File: src/rtl/hazard_pkg.sv
// Shared encodings for the RV32 hazard/forwarding unit: E-stage operand
// mux selects and multi-cycle stall FSM states.
package hazard_pkg;

    localparam logic [1:0] FWD_RF  = 2'b00;
    localparam logic [1:0] FWD_WB  = 2'b01;
    localparam logic [1:0] FWD_MEM = 2'b10;

    typedef enum logic [1:0] {
        MC_IDLE = 2'd0,
        MC_BUSY = 2'd1,
        MC_DONE = 2'd2
    } mc_state_e;

endpackage

File: src/rtl/mc_stall_fsm.sv
// Holds the pipeline for McLatE cycles while a multi-cycle op sits in E,
// then spends one DONE cycle letting the op leave E before rearming.
module mc_stall_fsm
    import hazard_pkg::*;
#(
    parameter int LAT_W = 4
) (
    input  logic             clk,
    input  logic             resetn,
    input  logic             McStartE,
    input  logic [LAT_W-1:0] McLatE,
    output logic             mcStall,
    output mc_state_e        state
);

    mc_state_e        state_q, state_d;
    logic [LAT_W-1:0] cnt_q, cnt_d;

    always_ff @(posedge clk or negedge resetn) begin
        if (!resetn) begin
            state_q <= MC_IDLE;
            cnt_q   <= '0;
        end else begin
            state_q <= state_d;
            cnt_q   <= cnt_d;
        end
    end

    always_comb begin
        state_d = state_q;
        cnt_d   = cnt_q;
        mcStall = 1'b0;
        case (state_q)
            MC_IDLE: begin
                if (McStartE && (McLatE != '0)) begin
                    mcStall = 1'b1;
                    cnt_d   = McLatE - LAT_W'(1);
                    state_d = (McLatE == LAT_W'(1)) ? MC_DONE : MC_BUSY;
                end
            end
            MC_BUSY: begin
                mcStall = 1'b1;
                cnt_d   = cnt_q - LAT_W'(1);
                if (cnt_q == LAT_W'(1)) state_d = MC_DONE;
            end
            // McStartE still reflects the departing op here, so it is ignored.
            MC_DONE: state_d = MC_IDLE;
            default: state_d = MC_IDLE;
        endcase
    end

    assign state = state_q;

endmodule

File: src/rtl/hazard_unit_mc.sv
// Hazard/forwarding unit for the 5-stage RV32 pipeline: load-use / RAW stalls,
// branch flushes, M/W->E forwarding and multi-cycle execute stalls.
module hazard_unit_mc
    import hazard_pkg::*;
#(
    parameter int REG_AW = 5,
    parameter int LAT_W  = 4,
    parameter bit FWD_EN = 1'b1,
    parameter int CNT_W  = 32
) (
    input  logic              clk,
    input  logic              resetn,
    input  logic [REG_AW-1:0] Rs1D,
    input  logic [REG_AW-1:0] Rs2D,
    input  logic [REG_AW-1:0] Rs1E,
    input  logic [REG_AW-1:0] Rs2E,
    input  logic [REG_AW-1:0] RdE,
    input  logic              RegWriteE,
    input  logic              ResultSrcE_0,
    input  logic              PCSrcE,
    input  logic              McStartE,
    input  logic [LAT_W-1:0]  McLatE,
    input  logic [REG_AW-1:0] RdM,
    input  logic              RegWriteM,
    input  logic [REG_AW-1:0] RdW,
    input  logic              RegWriteW,
    output logic              StallF,
    output logic              StallD,
    output logic              StallE,
    output logic              FlushD,
    output logic              FlushE,
    output logic              FlushM,
    output logic [1:0]        ForwardAE,
    output logic [1:0]        ForwardBE,
    output logic              McBusy,
    output logic [CNT_W-1:0]  StallCnt
);

    logic       mcStall;
    logic       lwStall;
    logic [1:0] fwdA, fwdB;
    mc_state_e  unused_mc_state;  // exported by the FSM for debug probing only

    mc_stall_fsm #(.LAT_W(LAT_W)) u_mc (
        .clk      (clk),
        .resetn   (resetn),
        .McStartE (McStartE),
        .McLatE   (McLatE),
        .mcStall  (mcStall),
        .state    (unused_mc_state)
    );

    function automatic logic [1:0] fwd_sel(input logic [REG_AW-1:0] rs,
                                           input logic [REG_AW-1:0] rdm,
                                           input logic              rwm,
                                           input logic [REG_AW-1:0] rdw,
                                           input logic              rww);
        if (rwm && (rdm == rs) && (rs != '0)) return FWD_MEM;
        if (rww && (rdw == rs) && (rs != '0)) return FWD_WB;
        return FWD_RF;
    endfunction

    function automatic logic src_hit(input logic [REG_AW-1:0] rd,
                                     input logic [REG_AW-1:0] rs1,
                                     input logic [REG_AW-1:0] rs2);
        return (rd != '0) && ((rs1 == rd) || (rs2 == rd));
    endfunction

    if (FWD_EN) begin : g_fwd
        logic unused_fwd;
        assign unused_fwd = RegWriteE;
        assign lwStall = ResultSrcE_0 && src_hit(RdE, Rs1D, Rs2D);
        assign fwdA    = fwd_sel(Rs1E, RdM, RegWriteM, RdW, RegWriteW);
        assign fwdB    = fwd_sel(Rs2E, RdM, RegWriteM, RdW, RegWriteW);
    end else begin : g_nofwd
        logic unused_nofwd;
        assign unused_nofwd = ^{Rs1E, Rs2E, RdW, RegWriteW, ResultSrcE_0};
        // Regfile writes before it reads, so only E and M producers need a stall.
        assign lwStall = (RegWriteE && src_hit(RdE, Rs1D, Rs2D)) ||
                         (RegWriteM && src_hit(RdM, Rs1D, Rs2D));
        assign fwdA    = FWD_RF;
        assign fwdB    = FWD_RF;
    end

    always_comb begin
        StallF    = 1'b0;
        StallD    = 1'b0;
        StallE    = 1'b0;
        FlushD    = 1'b0;
        FlushE    = 1'b0;
        FlushM    = 1'b0;
        ForwardAE = FWD_RF;
        ForwardBE = FWD_RF;
        McBusy    = 1'b0;
        if (resetn) begin
            ForwardAE = fwdA;
            ForwardBE = fwdB;
            McBusy    = mcStall;
            if (mcStall) begin
                // Freeze F/D/E and bubble M; branch and load-use wait for DONE.
                StallF = 1'b1;
                StallD = 1'b1;
                StallE = 1'b1;
                FlushM = 1'b1;
            end else begin
                StallF = lwStall;
                StallD = lwStall;
                FlushD = PCSrcE;
                FlushE = lwStall | PCSrcE;
            end
        end
    end

    logic [CNT_W-1:0] cnt_q, cnt_d;

    always_comb begin
        cnt_d = cnt_q;
        if (StallF && (cnt_q != '1)) cnt_d = cnt_q + CNT_W'(1);
    end

    always_ff @(posedge clk or negedge resetn) begin
        if (!resetn) cnt_q <= '0;
        else         cnt_q <= cnt_d;
    end

    assign StallCnt = cnt_q;

endmodule

File: config.mk
export PLATFORM = sky130hd
export DESIGN_NAME = hazard_unit_mc
export DESIGN_NICKNAME = d
export VERILOG_FILES = /design/src/rtl/hazard_pkg.sv /design/src/rtl/mc_stall_fsm.sv /design/src/rtl/hazard_unit_mc.sv
export SDC_FILE = /design/constraint.sdc
export NUM_CORES = 1
export LEC_CHECK = 0
export CAP_MARGIN = 0
export CORE_MARGIN = 4
export CORE_UTILIZATION = 48
export DETAILED_ROUTE_END_ITERATION = 6
export GPL_TIMING_DRIVEN = 0
export PLACE_DENSITY = 0.86
export REMOVE_ABC_BUFFERS = 1
export SLEW_MARGIN = 20
export SYNTH_ARGS = -nofsm -noshare
export SYNTH_HDL_FRONTEND = slang
export SYNTH_SLANG_ARGS = --single-unit
File: constraint.sdc
create_clock -name clk -period 4.4 [get_ports clk]
set_clock_uncertainty 0.2 [all_clocks]
set_input_delay 0.88 -clock clk [delete_from_list [all_inputs] [get_ports clk]]
set_output_delay 0.88 -clock clk [all_outputs]
set_load 0.02 [all_outputs]
==> results.toml <==
[logic_synthesis]
synth-compound-area-share_pct = 6.37
syn_avg_cell_area_um2 = 9.59
synth-seq-cells = 38
synth_simple_gate_area_share_pct = 24.3
synth-seq-area-share_pct = 40.0
syn-cell-area_um2 = 2380
synth.mux.area_fraction_pct = 0
syn_inst = 248
synth_top_family_by_area = "simple AND/OR/NAND/NOR gates"
synth-async-reset-ratio_pct = 100
yosysMostFrequentCell = "xnor2_1"
synth_common_cells = "xnor2_1 (47), dfrtp_1 (38), nand2_1 (22), nand3_1 (18), xor2_1 (16)"
yosys.area.top_type = "dfrtp_1"
synth_fa_ha_area_share_pct = 3.16
yosys_most_used_dff = "dfrtp_1"
synthTopCellsByArea = "dfrtp_1 (40%), xnor2_1 (17%), xor2_1 (5.9%), nand3_1 (3.8%), nand2_1 (3.5%)"
netlist-cell-type-count = 38
synth-edff-count = 0
synth_top_cell_area_share_pct = 40.0
synth_xor_area_share_pct = 23.2
yosysWarnings = 0

[drt]
via_count = 2136
ant_nets = 0
dr.pass1.iters = 4
drt-initial-drc-count = 48
avgRoutedWirePerCell_um = 14.5
avgViaCountPerCell = 5.22
drc = 0
drt-total-wl_mm = 5.92

[critical_path]
worstPathRequired_ns = 3.32
crit_start = "McLatE[0]"
crit_path_top_delay_cell = "clkdlybuf4s50_1"
cpMostUsedCell = "clkdlybuf4s50_1"
crit_path_start_kind = "input port"
cp.arrival_ns = 3.20
critical_path_class = "in2out"
worstReg2RegStart = "u_mc.state[0]"
critPathMaxFanout = 8
cpPeakStageDelay_ns = 0.62
path_cells = "clkdlybuf4s50_1, inv_1, ha_1, a311oi_4, buf_4, and2_1, a21o_4, clkdlybuf4s50_1"
cp-end-kind = "primary output"

[layout]
drive_above_1_share_pct = 7.60
n_antenna_cell = 0
final_nets = 394
fin_area_um2 = 3450
multi_input_area_um2 = 1370
seqCellArea_um2 = 951
syn_to_final_growth_pct = 44.9
fillers = 367

[placement]
io_buffers = 88
dpl.hpwl_mm = 4.72
gp_congestion = 0.818
pre_cts_ws_ns = -0.0980
dpl_cell_area_um2 = 3320

[timing]
worst_pin_slew_ns = 0.554
fin_crit_ns = 4.28
rsz0062_at_grt = "false"
finalSetupViolCount = 0
setup_slack_ns = 0.119
hold_ws_ns = 0.253
max_freq_mhz = 234
slew_headroom_pct = 63.0
slew_viol_final = 0
finalHoldViolCount = 0
fin_crit_sh_pct = 97.3

[run]
maxCapViolCount = 0

[power]
seqPwrFrac_pct = 39.3
clkPwrFrac_pct = 20.9
ir_worst_vdd_uv = 321
p_sw_mw = 0.415
switching_share_pct = 35.3
combPwrFrac_pct = 39.8
p_leak_nw = 1.43
cellPowerDensity_nw_per_um2 = 340
internal_power_mw = 0.759

[clock_network]
worst_skew_pair.late_latency_ns = 0.29
cts_sinks = 38
cts_tree = "built"
cts_max_level = 2
clk_pin_slew_ns = 0.07
numCtsBuffers = 5
root_buffer = "clkbuf_8"
clockBufferDepth = 2

[floorplanning]
rows = 25
die_x_um = 78.4
start_util_pct = 50.0
dieArea_um2 = 6150
die_y_um = 78.4
core_area_um2 = 4750
ioPinCount = 90

[grt]
grt_pass1_wl_mm = 9.89
antenna_found_initial = 0
grt.overflow.total = 0
grt_pass1_vias = 2207
track_usage_pct = 20.2
grt_max_degree = 36

[min_path]
hp-class = "in2async"

[run_status]
status = "finished clean"
-- sequential cells by signal, indices dropped and copies added, names as in the netlist --
signal      cells
StallCnt       32
u_mc.cnt_q      4
u_mc.state      2
-- kinds of logic after synthesis --
kind of cell / count (synthesis)
fa+ha+maj: 6
buf+inv: 14
xor+xnor: 63
flops: 38
compound gates: 20
simple gates: 107
-- final cells by class --
cell class	count	area share [%]
well taps	67	2.43
repair buffers	92	26.6
inverters	8	0.871
clock buffers	7	2.50
multi-input cells	196	39.8
flip-flops and latches	38	27.6
clock inverters	1	0.145
-- timing repair --
item | in CTS | in global routing
resized for setup | 1 | 0
buffers inserted | 0 | 3
pin swaps | 0 | 1
setup endpoints to repair | 2 | 2
hold buffers | 0 | 0
-- path summary, 6_finish.rpt --
path / slack, ns / depth (start not counted) / endpoint
max: 0.12 / 8 / StallD
min: 0.25 / 1 / StallCnt[5]
max reg2reg: 2.09 / 8 / StallCnt[28]
min reg2reg: 0.30 / 1 / StallCnt[30]
max in group asynchronous: 3.30 / 2 / StallCnt[28]
min in group clk: 0.30 / 1 / StallCnt[30]
-- power groups by stage --
stage	clock [mW]	sequential (mW)	combinational, mW
6_report	0.246	0.461	0.467
5_1_grt	0.268	0.470	0.514
4_1_cts	0.249	0.460	0.451
3_5_place_dp	0	0.466	0.443
3_3_place_gp	0	0.461	0.422
2_1_floorplan	0	0.483	0.223
-- worst max-delay path: cells and delay by family --
kind                       cells  cell delay (ns)
AOI/OAI and AO/OA              2             0.42
buffers and inverters          4             1.42
adders and majority gates      1             0.24
and+or+nand+nor                1             0.23
-- through the flow --
| stage | utilization (%) | instances | setup TNS, ns | power, mW |
|---|---|---|---|---|
| finish | 72.5 | 409 | 0 | 1.17 |
| global placement | 69.4 | 397 | -5.00 | 0.882 |
| floorplan | - | 242 | 0 | 0.706 |
| detailed placement | 69.9 | 398 | -0.187 | 0.909 |
| global route | 72.5 | 409 | 0 | 1.25 |
| CTS | 72.0 | 406 | 0 | 1.16 |
-- cell usage in the layout (no fill, tap or decap), types with 3 or more instances in the layout --
cell             synthesis  final
buf_4                    3      3
clkbuf_8                 0      6
nand4_1                 13     13
and2_1                   3      3
clkdlybuf4s50_1          0     87
dfrtp_1                 38     38
ha_1                     6      6
nor3_1                   9      9
nor2_1                  15     15
xor2_1                  16     16
nand3_1                 18     18
o21ai_0                  5      5
inv_1                    8      8
and3_1                   4      4
xnor2_1                 47     47
nor4_1                   5      5
nand2_1                 22     22
a21oi_1                  6      6
-- layer usage --
metal	share of wire, %	GRT usage (%)	routed length [um]
met5	0	0	0
met4	1.1	5.77	65
met3	5.5	4.93	325
met2	52	35.9	3050
met1	42	24.1	2480
No activity file was read; power rests on OpenSTA's default activity.
